**src/rtl/watch_wb_regs.sv**
```systemverilog
// Wishbone classic register slave for the watch core: CFG preset/load strobe, live TIME readback,
// and (when WATCH_WB_IRQ_EN is defined) a minute-tick interrupt with W1C status and enable.
`timescale 1ns/1ps

module watch_wb_regs #(
    parameter logic [31:0] BASE_ADDR = 32'h3000_0000
) (
    input  logic        wb_clk_i,
    input  logic        wb_rst_i,
    input  logic        wbs_cyc_i,
    input  logic        wbs_stb_i,
    input  logic        wbs_we_i,
    input  logic [3:0]  wbs_sel_i,
    input  logic [31:0] wbs_adr_i,
    input  logic [31:0] wbs_dat_i,
    output logic        wbs_ack_o,
    output logic [31:0] wbs_dat_o,
    output logic [11:0] cfg_o,
    output logic        cfg_valid_o,
    input  logic [15:0] time_i,
    output logic        irq_o
);

    typedef enum logic {IDLE, ACK} state_e;

    state_e      state_q, state_d;
    logic        hit, accept, cfgWrite;
    logic [5:0]  regSel;
    logic [31:0] rdMux, rdData_d, rdData_q;
    logic [11:0] cfg_d, cfg_q;
    logic        cfgValid_q;
    logic        unusedBits;

`ifdef WATCH_WB_IRQ_EN
    logic        primed_q;
    logic [3:0]  prevUnits_q;
    logic        irqStatus_d, irqStatus_q;
    logic        irqEnable_d, irqEnable_q;
    logic        irq_q;
    logic        tick, statusClear, enableWrite;
`endif

    assign hit      = wbs_cyc_i & wbs_stb_i & (wbs_adr_i[31:8] == BASE_ADDR[31:8]);
    assign accept   = (state_q == IDLE) & hit;
    assign regSel   = wbs_adr_i[7:2];
    assign cfgWrite = accept & wbs_we_i & (regSel == 6'd0) & (wbs_sel_i[0] | wbs_sel_i[1]);

    assign unusedBits = ^{wbs_adr_i[1:0], wbs_dat_i[31:12], wbs_sel_i[3:2]};

    always_ff @(posedge wb_clk_i or posedge wb_rst_i) begin
        if (wb_rst_i) begin
            state_q <= IDLE;
        end else begin
            state_q <= state_d;
        end
    end

    // ACK always returns to IDLE, so a held strobe yields at most one ack every two cycles.
    always_comb begin
        state_d = state_q;
        case (state_q)
            IDLE:    if (hit) state_d = ACK;
            ACK:     state_d = IDLE;
            default: state_d = IDLE;
        endcase
    end

    always_comb begin
        wbs_ack_o = (state_q == ACK);
    end

    always_comb begin
        rdMux = 32'h0;
        case (regSel)
            6'd0: rdMux = {20'h0, cfg_q};
            6'd1: rdMux = {16'h0, time_i};
`ifdef WATCH_WB_IRQ_EN
            6'd2: rdMux = {31'h0, irqStatus_q};
            6'd3: rdMux = {31'h0, irqEnable_q};
`endif
            default: rdMux = 32'h0;
        endcase
        rdData_d = (accept & ~wbs_we_i) ? rdMux : 32'h0;
    end

    always_comb begin
        cfg_d = cfg_q;
        if (cfgWrite) begin
            if (wbs_sel_i[0]) cfg_d[7:0]  = wbs_dat_i[7:0];
            if (wbs_sel_i[1]) cfg_d[11:8] = wbs_dat_i[11:8];
        end
    end

    // Read data is captured at the accept edge, so it is valid exactly in the ack cycle and zero otherwise.
    always_ff @(posedge wb_clk_i or posedge wb_rst_i) begin
        if (wb_rst_i) begin
            rdData_q   <= 32'h0;
            cfg_q      <= 12'h0;
            cfgValid_q <= 1'b0;
        end else begin
            rdData_q   <= rdData_d;
            cfg_q      <= cfg_d;
            cfgValid_q <= cfgWrite;
        end
    end

    assign wbs_dat_o   = rdData_q;
    assign cfg_o       = cfg_q;
    assign cfg_valid_o = cfgValid_q;

`ifdef WATCH_WB_IRQ_EN
    assign tick        = primed_q & (time_i[3:0] != prevUnits_q);
    assign statusClear = accept & wbs_we_i & (regSel == 6'd2) & wbs_sel_i[0] & wbs_dat_i[0];
    assign enableWrite = accept & wbs_we_i & (regSel == 6'd3) & wbs_sel_i[0];

    // A tick arriving together with a W1C clear takes priority.
    always_comb begin
        irqStatus_d = irqStatus_q;
        if (statusClear) irqStatus_d = 1'b0;
        if (tick)        irqStatus_d = 1'b1;
        irqEnable_d = enableWrite ? wbs_dat_i[0] : irqEnable_q;
    end

    always_ff @(posedge wb_clk_i or posedge wb_rst_i) begin
        if (wb_rst_i) begin
            primed_q    <= 1'b0;
            prevUnits_q <= 4'h0;
            irqStatus_q <= 1'b0;
            irqEnable_q <= 1'b0;
            irq_q       <= 1'b0;
        end else begin
            primed_q    <= 1'b1;
            prevUnits_q <= time_i[3:0];
            irqStatus_q <= irqStatus_d;
            irqEnable_q <= irqEnable_d;
            irq_q       <= irqStatus_q & irqEnable_q;
        end
    end

    assign irq_o = irq_q;
`else
    assign irq_o = 1'b0;
`endif

endmodule

```
**config.mk**
```make
export PLATFORM = sky130hd
export DESIGN_NAME = watch_wb_regs
export DESIGN_NICKNAME = d
export VERILOG_FILES = /design/src/rtl/watch_wb_regs.sv
export SDC_FILE = /design/constraint.sdc
export NUM_CORES = 1
export LEC_CHECK = 0
export CAP_MARGIN = 10
export CELL_PAD_IN_SITES_DETAIL_PLACEMENT = 2
export CELL_PAD_IN_SITES_GLOBAL_PLACEMENT = 2
export CORE_UTILIZATION = 15
export CTS_CLUSTER_DIAMETER = 150
export DETAILED_ROUTE_END_ITERATION = 10
export HOLD_SLACK_MARGIN = 0.02
export PLACE_DENSITY = 0.89
export SLEW_MARGIN = 25
export SYNTH_ARGS = -nofsm -noshare
export SYNTH_HDL_FRONTEND = slang
export SYNTH_SLANG_ARGS = --single-unit
```
**constraint.sdc**
```tcl
create_clock -name wb_clk_i -period 2.3 [get_ports wb_clk_i]
set_clock_uncertainty 0.2 [all_clocks]
set_input_delay 0.345 -clock wb_clk_i [delete_from_list [all_inputs] [get_ports wb_clk_i]]
set_output_delay 0.345 -clock wb_clk_i [all_outputs]
set_load 0.03 [all_outputs]
```
==> impl_metrics.py, run 1 <==
metrics = {
    "status": {
        "outcome": "finished clean",
    },
    "floorplanning": {
        "die_y_um": 97.4,
        "die_area_sq_um": 9480,
        "io_pins": 136,
        "core_area_sq_um": 8760,
        "start_util_pct": 15.6,
        "rows": 34,
        "fp.dieW_um": 97.4,
    },
    "worst_setup_path": {
        "cp.arrival_ns": 2.23,
        "r2r_start": "wbs_ack_o",
        "critical_path.endpoint": "cfg_o[5]",
        "cp-startpoint": "wbs_adr_i[13]",
        "crit_type": "input pin to flop",
        "reg2reg_to": "cfg_o[5]",
        "crit_path_start_kind": "input pin",
        "rrSetupSlack_ns": 0.29,
        "critPathCaptureType": "flop",
        "cpPeakStageDelay_ns": 0.42,
        "reg2reg_depth": 6,
        "path_cells": "clkdlybuf4s50_1, nor4_2, nand4_1, buf_6, nor4_4, buf_4, mux2_4",
        "cp_max_fo": 4,
        "crit_path_top_delay_cell": "clkdlybuf4s50_1",
        "required_ns": 2.25,
    },
    "layout": {
        "area_delta_synth_final_pct": 94.0,
        "nets": 317,
        "layout.core_utilization_pct": 30.2,
        "final_cell_mix": "clkdlybuf4s50_1 (88), dfrtp_1 (30), conb_1 (17), buf_4 (15), nor2_1 (14)",
        "stdcell_area_sq_um": 2650,
        "diodes": 0,
        "drive_above_1_share_pct": 20.6,
        "mostFrequentLayoutCell": "clkdlybuf4s50_1",
    },
    "drt": {
        "drtAntennaViolNets": 0,
        "drtIter0Drc": 20,
        "post_drt_wl_per_cell_um": 15.6,
        "viasPerCell": 3.91,
        "drc": 0,
        "postRouteWirelength_um": 5240,
        "firstDrtPassIters": 4,
        "dr_total_vias": 1313,
    },
    "synth": {
        "synth.distinct_cells": 21,
        "synth_seq_cells": 30,
        "yosysTopAreaCellShare_pct": 55.0,
        "synth_area_per_cell_sq_um": 12.0,
        "synth_area_leaders": "dfrtp_1 (55%), mux2_2 (9.9%), buf_4 (9.4%)",
        "synthArstFlopShare_pct": 100,
        "synthesis.area_sq_um": 1360,
        "synth_edf_count": 0,
        "yosys_most_used_dff": "dfrtp_1",
        "syn_inst": 114,
        "ys_warn_count": 0,
        "synth.yosys.seq_area_share_pct": 55.0,
        "yosysTopAreaCell": "dfrtp_1",
    },
    "global_route": {
        "antenna_found_initial": 0,
        "grt_pass1_wl_um": 8020,
        "grt_util_all_layers_pct": 11.2,
        "grt_pass1_vias": 1520,
        "grt_max_degree": 31,
        "grt-ovfl-total": 0,
    },
    "timing": {
        "clock.fmax_mhz": 438,
        "finalHoldViolCount": 0,
        "layout_min_cycle_time_ns": 2.28,
        "setup_viol": 0,
        "fin_setup_tns_ns": 0,
        "drv_slew": 0,
        "final.period_utilization_pct": 99.2,
        "whs_ns": 0.262,
    },
    "placement": {
        "port_buffers": 94,
        "hpwlAfterDp_um": 4330,
        "place_congestion": 0.700,
        "placed_area_sq_um": 2490,
    },
    "pwr": {
        "seqPwrFrac_pct": 47.9,
        "swShare_pct": 23.7,
        "power_frac_comb_pct": 16.6,
        "p_int_mw": 0.840,
        "power_density_nw_per_um2": 416,
        "peakVddDrop_uv": 148,
        "cellLeakagePower_nw": 1.14,
        "switchingPower_mw": 0.261,
        "p_total_mw": 1.10,
        "power_frac_clock_pct": 35.4,
    },
    "clocking": {
        "cts_num_sinks": 30,
        "clock_latency_ns": 0.27,
        "cts_max_level": 2,
        "numCtsBuffers": 5,
        "cts_root_buf": "clkbuf_8",
        "holdBufCountCts": 0,
        "cts_tree": "done",
        "clockBufferDepth": 2,
        "clkTransAtPathRegs_ns": 0.06,
    },
    "run": {
        "cap_violations": 0,
    },
    "min_path": {
        "hold_class": "input pin to async pin",
    },
}
## area by class of cell
class,count,area [sq um]
fill,961,6120
sequential,30,751
timing repair buffer,111,1070
multi-input combinational,79,611
inverter,1,3.75
tap,108,135
clock buffer,7,76.3
## synth_stat cells (2+ instances only)
| cell type | instances |
|---|---|
| nor2_1 | 14 |
| nand4_1 | 2 |
| a22oi_1 | 12 |
| and3_1 | 4 |
| nor3_1 | 2 |
| nor4_4 | 2 |
| buf_4 | 17 |
| nand2_1 | 2 |
| dfrtp_1 | 30 |
| nor4_1 | 5 |
| mux2_2 | 12 |
| clkbuf_1 | 3 |
## state kept, by name (all words and copies together) (netlist names)
name and flops:
cfg_o 12, cfg_valid_o 1, wbs_ack_o 1, wbs_dat_o 16
## stage by stage
stage               cells  setup slack [ns]
global placement      328            -0.454
detailed placement    328            -0.499
finish                336            0.0190
global route          336           -0.0451
floorplan             130           0.00909
CTS                   336           0.00369
## layer usage
| metal | GRT usage, % | vias to the layer above | routed length [um] |
|---|---|---|---|
| met5 | 0 | - | 0 |
| met4 | 4.41 | 0 | 68 |
| met3 | 2.09 | 5 | 249 |
| met2 | 21.7 | 52 | 3010 |
| met1 | 11.9 | 657 | 1910 |
| li1 | - | 599 | - |
## power groups by stage
stage	logic, mW	clock network, mW	registers (mW)
6_report	0.183	0.390	0.528
2_1_floorplan	0.0754	0	0.537
3_3_place_gp	0.175	0	0.537
5_1_grt	0.195	0.430	0.527
4_1_cts	0.179	0.411	0.528
3_5_place_dp	0.180	0	0.537
## logic make-up (layout without fill, tap and decap cells)
kind of cell	count (synthesis)	after routing	share of synthesized area, %
simple gates	37	37	17.3
flops	30	30	55.0
mux	12	12	9.91
compound gates	13	13	6.97
buf+inv	21	119	10.5
other cells	1	17	0.275
## worst min path at each step
stage	start	to	slack [ns]	cells after the start
after detailed placement	cfg_o[2]	cfg_o[2]	0.34	1
after floorplan	wb_rst_i	cfg_o[0]	0.24	1
after CTS	wb_rst_i	cfg_o[10]	0.28	3
after global placement	cfg_o[6]	cfg_o[6]	0.33	1
after global routing	wb_rst_i	wbs_dat_o[11]	0.32	3
final	wb_rst_i	wbs_dat_o[11]	0.26	3
## worst max-delay path: cells and delay by family
| kind | cells | cell delay [ns] |
|---|---|---|
| AND/OR/NAND/NOR | 3 | 0.77 |
| buffers and inverters | 3 | 0.80 |
| multiplexers | 1 | 0.31 |
## repair_timing
action | in CTS | in global routing
pin swaps | 4 | 6
cloned | 0 | 0
hold endpoints to repair | 0 | 0
buffers inserted | 1 | 0
gates resized for setup | 17 | 10
setup endpoints to repair | 12 | 12
Power figures use the tool's default switching activity.
==> run 2, diff against run 1 <==
- GPL_ROUTABILITY_DRIVEN: not set -> 0
==> results of run 2 <==
No change in the layout: final DEF, timing and power equal those of run 1.
==> run 3, diff against run 2 <==
- CAP_MARGIN: 10 -> 20
==> results of run 3 <==
No change in the layout: final DEF, timing and power equal those of run 1.
